`src/rtl/l2_line_adapter_if.sv`:
```
// L2 line adapter bus bundle.
// Controller-side line port plus memory-side burst port.
interface l2_line_adapter_if #(
  parameter int LINE_W  = 256,
  parameter int BURST_W = 64
);
  logic               mem_read;
  logic               mem_write;
  logic [31:0]        mem_address;
  logic [LINE_W-1:0]  line_i;
  logic [LINE_W-1:0]  line_o;
  logic               mem_resp;
  logic               pmem_read;
  logic               pmem_write;
  logic [31:0]        pmem_address;
  logic [BURST_W-1:0] pmem_rdata;
  logic [BURST_W-1:0] pmem_wdata;
  logic               pmem_resp;

  modport slave (
    input  mem_read,
    input  mem_write,
    input  mem_address,
    input  line_i,
    output line_o,
    output mem_resp,
    output pmem_read,
    output pmem_write,
    output pmem_address,
    input  pmem_rdata,
    output pmem_wdata,
    input  pmem_resp
  );

  modport master (
    output mem_read,
    output mem_write,
    output mem_address,
    output line_i,
    input  line_o,
    input  mem_resp,
    input  pmem_read,
    input  pmem_write,
    input  pmem_address,
    output pmem_rdata,
    input  pmem_wdata,
    output pmem_resp
  );
endinterface

```
`src/rtl/l2_line_adapter.sv`:
```
// L2 line adapter: splits cache lines into memory
// bursts and assembles read bursts back into lines.
module l2_line_adapter #(
  parameter int LINE_W  = 256,
  parameter int BURST_W = 64
) (
  input logic clk,
  input logic rst,
  l2_line_adapter_if.slave bus
);
  localparam int BEATS = LINE_W / BURST_W;
  localparam int KW    = (BEATS > 1) ? $clog2(BEATS) : 1;

  typedef enum logic [1:0] {
    IDLE,
    RD_BURST,
    WR_BURST,
    DONE
  } state_t;

  state_t            r_state;
  state_t            w_next;
  logic [KW-1:0]     r_k;
  logic [31:0]       r_addr;
  logic [LINE_W-1:0] r_line;
  logic [LINE_W-1:0] r_wbuf;
  logic              w_last;
  logic              w_req;
  logic              w_unused_lo;

  // Low address bits select bytes inside the line.
  assign w_unused_lo = ^bus.mem_address[4:0];

  assign w_req  = bus.mem_read | bus.mem_write;
  assign w_last = bus.pmem_resp &&
                  (r_k == KW'(BEATS - 1));

  assign bus.mem_resp     = (r_state == DONE);
  assign bus.pmem_read    = (r_state == RD_BURST);
  assign bus.pmem_write   = (r_state == WR_BURST);
  assign bus.pmem_address = r_addr;
  assign bus.line_o       = r_line;
  assign bus.pmem_wdata   =
    r_wbuf[r_k*BURST_W +: BURST_W];

  // State register.
  always_ff @(posedge clk or posedge rst) begin
    if (rst) r_state <= IDLE;
    else     r_state <= w_next;
  end

  // Next-state: write wins a simultaneous request.
  always_comb begin
    w_next = r_state;
    unique case (r_state)
      IDLE: begin
        if (bus.mem_write)     w_next = WR_BURST;
        else if (bus.mem_read) w_next = RD_BURST;
      end
      RD_BURST: if (w_last) w_next = DONE;
      WR_BURST: if (w_last) w_next = DONE;
      DONE:     w_next = IDLE;
      default:  w_next = IDLE;
    endcase
  end

  // Address/buffer capture, beat counter, line assembly.
  always_ff @(posedge clk or posedge rst) begin
    if (rst) begin
      r_k    <= '0;
      r_addr <= '0;
      r_line <= '0;
      r_wbuf <= '0;
    end else begin
      unique case (r_state)
        IDLE: begin
          if (w_req) begin
            r_addr <= {bus.mem_address[31:5], 5'b0};
            r_k    <= '0;
          end
          if (bus.mem_write) r_wbuf <= bus.line_i;
        end
        RD_BURST: begin
          if (bus.pmem_resp) begin
            r_line[r_k*BURST_W +: BURST_W] <=
              bus.pmem_rdata;
            r_k <= w_last ? '0 : r_k + KW'(1);
          end
        end
        WR_BURST: begin
          if (bus.pmem_resp)
            r_k <= w_last ? '0 : r_k + KW'(1);
        end
        default: ;
      endcase
    end
  end
endmodule

```
`src/flat_wrapper.sv`:
```
// flat-port wrapper written by rule: the top's interface ports become plain ports
module l2_line_adapter_flat 
#(
  parameter int LINE_W  = 256,
  parameter int BURST_W = 64
)
  (clk, rst, bus_mem_read, bus_mem_write, bus_mem_address, bus_line_i, bus_line_o, bus_mem_resp, bus_pmem_read, bus_pmem_write, bus_pmem_address, bus_pmem_rdata, bus_pmem_wdata, bus_pmem_resp);
  l2_line_adapter_if #(.LINE_W(LINE_W), .BURST_W(BURST_W)) bus_i ();
  input logic clk;
  input logic rst;
  input wire logic [$bits(bus_i.mem_read)-1:0] bus_mem_read;
  input wire logic [$bits(bus_i.mem_write)-1:0] bus_mem_write;
  input wire logic [$bits(bus_i.mem_address)-1:0] bus_mem_address;
  input wire logic [$bits(bus_i.line_i)-1:0] bus_line_i;
  output wire logic [$bits(bus_i.line_o)-1:0] bus_line_o;
  output wire logic [$bits(bus_i.mem_resp)-1:0] bus_mem_resp;
  output wire logic [$bits(bus_i.pmem_read)-1:0] bus_pmem_read;
  output wire logic [$bits(bus_i.pmem_write)-1:0] bus_pmem_write;
  output wire logic [$bits(bus_i.pmem_address)-1:0] bus_pmem_address;
  input wire logic [$bits(bus_i.pmem_rdata)-1:0] bus_pmem_rdata;
  output wire logic [$bits(bus_i.pmem_wdata)-1:0] bus_pmem_wdata;
  input wire logic [$bits(bus_i.pmem_resp)-1:0] bus_pmem_resp;
  assign bus_i.mem_read = bus_mem_read;
  assign bus_i.mem_write = bus_mem_write;
  assign bus_i.mem_address = bus_mem_address;
  assign bus_i.line_i = bus_line_i;
  assign bus_line_o = bus_i.line_o;
  assign bus_mem_resp = bus_i.mem_resp;
  assign bus_pmem_read = bus_i.pmem_read;
  assign bus_pmem_write = bus_i.pmem_write;
  assign bus_pmem_address = bus_i.pmem_address;
  assign bus_i.pmem_rdata = bus_pmem_rdata;
  assign bus_pmem_wdata = bus_i.pmem_wdata;
  assign bus_i.pmem_resp = bus_pmem_resp;
  l2_line_adapter #(.LINE_W(LINE_W), .BURST_W(BURST_W)) u_core (.clk(clk), .rst(rst), .bus(bus_i));
endmodule
```
`config.mk`:
```
export PLATFORM = sky130hd
export DESIGN_NAME = l2_line_adapter_flat
export DESIGN_NICKNAME = d
export VERILOG_FILES = /design/src/rtl/l2_line_adapter_if.sv /design/src/rtl/l2_line_adapter.sv /design/src/flat_wrapper.sv
export SDC_FILE = /design/constraint.sdc
export NUM_CORES = 1
export LEC_CHECK = 0
export ABC_AREA = 1
export CAP_MARGIN = 20
export CORE_AREA = 4 4 274 276
export CTS_CLUSTER_DIAMETER = 30
export DETAILED_ROUTE_END_ITERATION = 10
export DIE_AREA = 0 0 278 280
export GPL_TIMING_DRIVEN = 0
export PLACE_DENSITY_LB_ADDON = 0.05
export REMOVE_ABC_BUFFERS = 1
export SYNTH_ARGS = -nofsm -noshare
export SYNTH_HDL_FRONTEND = slang
export SYNTH_SLANG_ARGS = --single-unit
```
`constraint.sdc`:
```
create_clock -name clk -period 44.3 [get_ports clk]
set_clock_uncertainty 0.15 [all_clocks]
set_input_delay 8.86 -clock clk [delete_from_list [all_inputs] [get_ports clk]]
set_output_delay 8.86 -clock clk [all_outputs]
set_load 0.02 [all_outputs]
```
==> results.md, run 1 <==
- TritonCTS Buffers: 146
- DIE AREA: 0.0778 sq mm
- Met1 Use GR: 0.267
- Layout area overhead: 57.0%
- # port buffers: 701
- Achievable Freq: 80.1 MHz
- Leak Pwr: 17.8 nW
- Slew @ Worst Pin: ~1 ns
- CTS tree: done
- Post-synth EDFFs: 0
- Drc violations: 0
- Hold buffers post-CTS: 0
- Die height: 280 microns
- Fin. max-slew vios: 0
- Drt pass-1 iters: 7
- Post-Synthesis Cells: 2856
- Final worst-path cycle share: 0.282
- Setup bufs post-CTS: 0
- Synth cell count leaders: nand2_1, dfrtp_1, nand3_1
- Finished Core Util: 0.509
- Core area: roughly 0.073 sq mm
- Number of max-cap violations: 0
- Pwr Total: around 2.7 mW
- Skew-Pair Late Insertion Delay: 0.69 ns
- M2 GR Usage: 0.384
- Async set or reset register ratio after synthesis: 1.00
- Mux cell area share after synthesis: 0
- Most common cell in the synthesized netlist: nand2_1
- Synth Area in XOR/XNOR: 0
- Hold Vio Cnt, Final: 0
- Starting Density: 0.324
- Sequential fraction of the synthesis area: 0.577
- Run status: completed
- Gpl congestion: around 0.81
- First-pass GRT wire length: ~140 mm
- Largest family of logic cells by synthesized area: simple AND/OR/NAND/NOR gates
- Synth top area cells: dfrtp_1, nand2_1, nand3_1
- GRT Residual Overflow: 0
- Post-synthesis simple-gate area fraction: 0.262
- IO Pins: 712
- Largest net degree at the start of global routing: 130
- Vias: 22100
- Final setup viols: 0
- Initial antenna violation count: 38
- Ratio of cells with drive above 1 in the final layout: 0.0831
- Setup TNS: 0 ns
- Rel. slew slack: 0.332
- Crit. End Element: output port
- #FFs+latches synth: 543
- Clk root buf: clkbuf_16
- Yosys top cell area share: 0.577
- Peak supply drop: ~0.043 mV
- Via density per instance: 4.77
- CTS Sinks: about 540
- CP max FO: 102
- # rows: ~100
- Initial drt markers: 1273
- Post-CTS sizing: 0
- Synth area leader: dfrtp_1
- Antenna-violating nets left: 0
- Hold Crit Class: register to register
- Dpl hpwl: approximately 60 mm
- WP data required: 35.29 ns
- Final nets: 3904
- CTS Buffer Depth: 3
- Drt total wl: roughly 93 mm
- Netlist cell types: 21
- Crit Path Class: register to output port
- Vias in the first global route: 22700
- Routed len/inst: 20.0 microns
- RSZ-0062 raised after global routing: false
- Gr busiest metal: met2
- Synth Area in Compound Gates: 0.0882
- Die span in x: 278 microns
- GR Util All Layers: 0.232
- Yosys warning count: 0
- Crit start category: register
- Htree depth: 4
- Pwr dens: 72.2 mW/mm^2
- CP arrival: 3.47 ns
- Clock slew at reported path FFs: 0.04 ns
- Top FF cell, synth: dfrtp_1
- M3 GR Usage: 0.0870
- Synth Area in Adders: 0.00532
- Cell area after technology mapping: 0.0235 sq mm
- Synthesized area per cell: 8.24 sq um
- Final min period: 12.48 ns
[worst max-delay path: stages, from the launching register on]
cell             delay [ns]
dfrtp_4                0.70
inv_8                  0.50
buf_16                 0.41
nor2_1                 0.08
nor2_1                 0.09
o21ai_0                0.16
nand2_1                0.11
clkdlybuf4s50_1        0.61
[sequential cells by signal, summed over array words and instances, names as in the netlist]
signal / flops
u_core.bus.line_o: 256
u_core.bus.pmem_address: 27
u_core.r_k: 2
u_core.r_state: 2
u_core.r_wbuf: 256
[cell usage in the layout, fill, tap and decap left out, drive strengths merged]
master         synthesis  routed
clkbuf               110     197
dfrtp                543     543
nor3                   1       1
ha                    10      10
clkdlybuf4s50          0     700
nor2                 252     252
buf                   96      35
diode                  0      27
a21oi                129     129
o21ai                285     285
clkinv                 0      49
nand2                947     947
nand3                326     326
clkinvlp               0       4
bufinv                 0      13
inv                  156     161
conb                   1       5
[area by class of cell]
class | instances | area (sq um)
clock inverters | 71 | 945
repair buffers | 735 | 7900
flip-flops and latches | 543 | 13600
multi-input cells | 1955 | 8470
inverters | 156 | 606
clock buffers | 197 | 4170
fillers | 6853 | 35600
well taps | 959 | 1200
diodes | 27 | 67.6
[power breakdown]
group / switching (mW) / total, mW / internal [mW]
Clock: 0.329 / 1.06 / 0.735
Combinational: 0.536 / 0.875 / 0.339
Sequential: 0.0798 / 0.728 / 0.648
Total: 0.945 / 2.67 / 1.72
[kinds of logic after synthesis]
family                     after synthesis
DFF                                    543
AOI/OAI and AO/OA                      414
adders and majority gates               10
and+or+nand+nor                       1526
buffers and inverters                  362
other                                    1
[layer usage]
layer	share of wire	up-vias	routed length, microns
li1	-	10500	-
met4	0.040	30	3750
met2	0.49	742	45500
met5	0.0022	-	207
met1	0.38	10600	35500
met3	0.084	198	7780
[metrics by stage]
stage / setup WS, ns / hold slack (ns) / area, sq um / cells
final: 31.82 / 0.308 / 37000 / 4643
after global routing: 31.54 / 0.331 / 36900 / 4631
after CTS: 31.68 / 0.314 / 36900 / 4616
after detailed placement: 32.43 / 0.303 / 31800 / 4348
after global placement: 12.58 / 0.298 / 30800 / 4314
after floorplan: 20.11 / 0.287 / 22600 / 2654
[path summary, 6_finish.rpt]
path / from / end / slack (ns) / depth (start not counted)
max: u_core.r_k[0]$_DFFE_PP0P_ / bus_pmem_wdata[22] / 31.82 / 7
min: u_core.r_wbuf[206]$_DFFE_PP0P_ / u_core.r_wbuf[206]$_DFFE_PP0P_ / 0.31 / 2
max reg2reg: u_core.r_k[0]$_DFFE_PP0P_ / u_core.bus.line_o[44]$_DFFE_PP0P_ / 40.38 / 9
min reg2reg: u_core.r_wbuf[206]$_DFFE_PP0P_ / u_core.r_wbuf[206]$_DFFE_PP0P_ / 0.31 / 2
max in group asynchronous: rst / u_core.r_wbuf[176]$_DFFE_PP0P_ / 34.13 / 4
min in group asynchronous: rst / u_core.bus.line_o[181]$_DFFE_PP0P_ / 8.38 / 2
Note: power is estimated with default switching activity, not from simulation.
==> run 2, diff against run 1 <==
==> constraint.sdc (replaced) <==
create_clock -name clk -period 12.65 [get_ports clk]
set_clock_uncertainty 0.15 [all_clocks]
set_input_delay 2.53 -clock clk [delete_from_list [all_inputs] [get_ports clk]]
set_output_delay 2.53 -clock clk [all_outputs]
set_load 0.02 [all_outputs]
==> results of run 2 <==
Same layout as run 1 (identical final DEF). Status: completed.
Among the figures that moved: setup slack after placement 32.43 ns -> 7.11 ns; setup slack after layout 31.82 ns -> 6.50 ns; register-to-register setup slack 40.38 ns -> 8.73 ns; total power 2.67 mW -> 9.34 mW; worst IR drop on VDD 0.0428 mV -> 0.150 mV
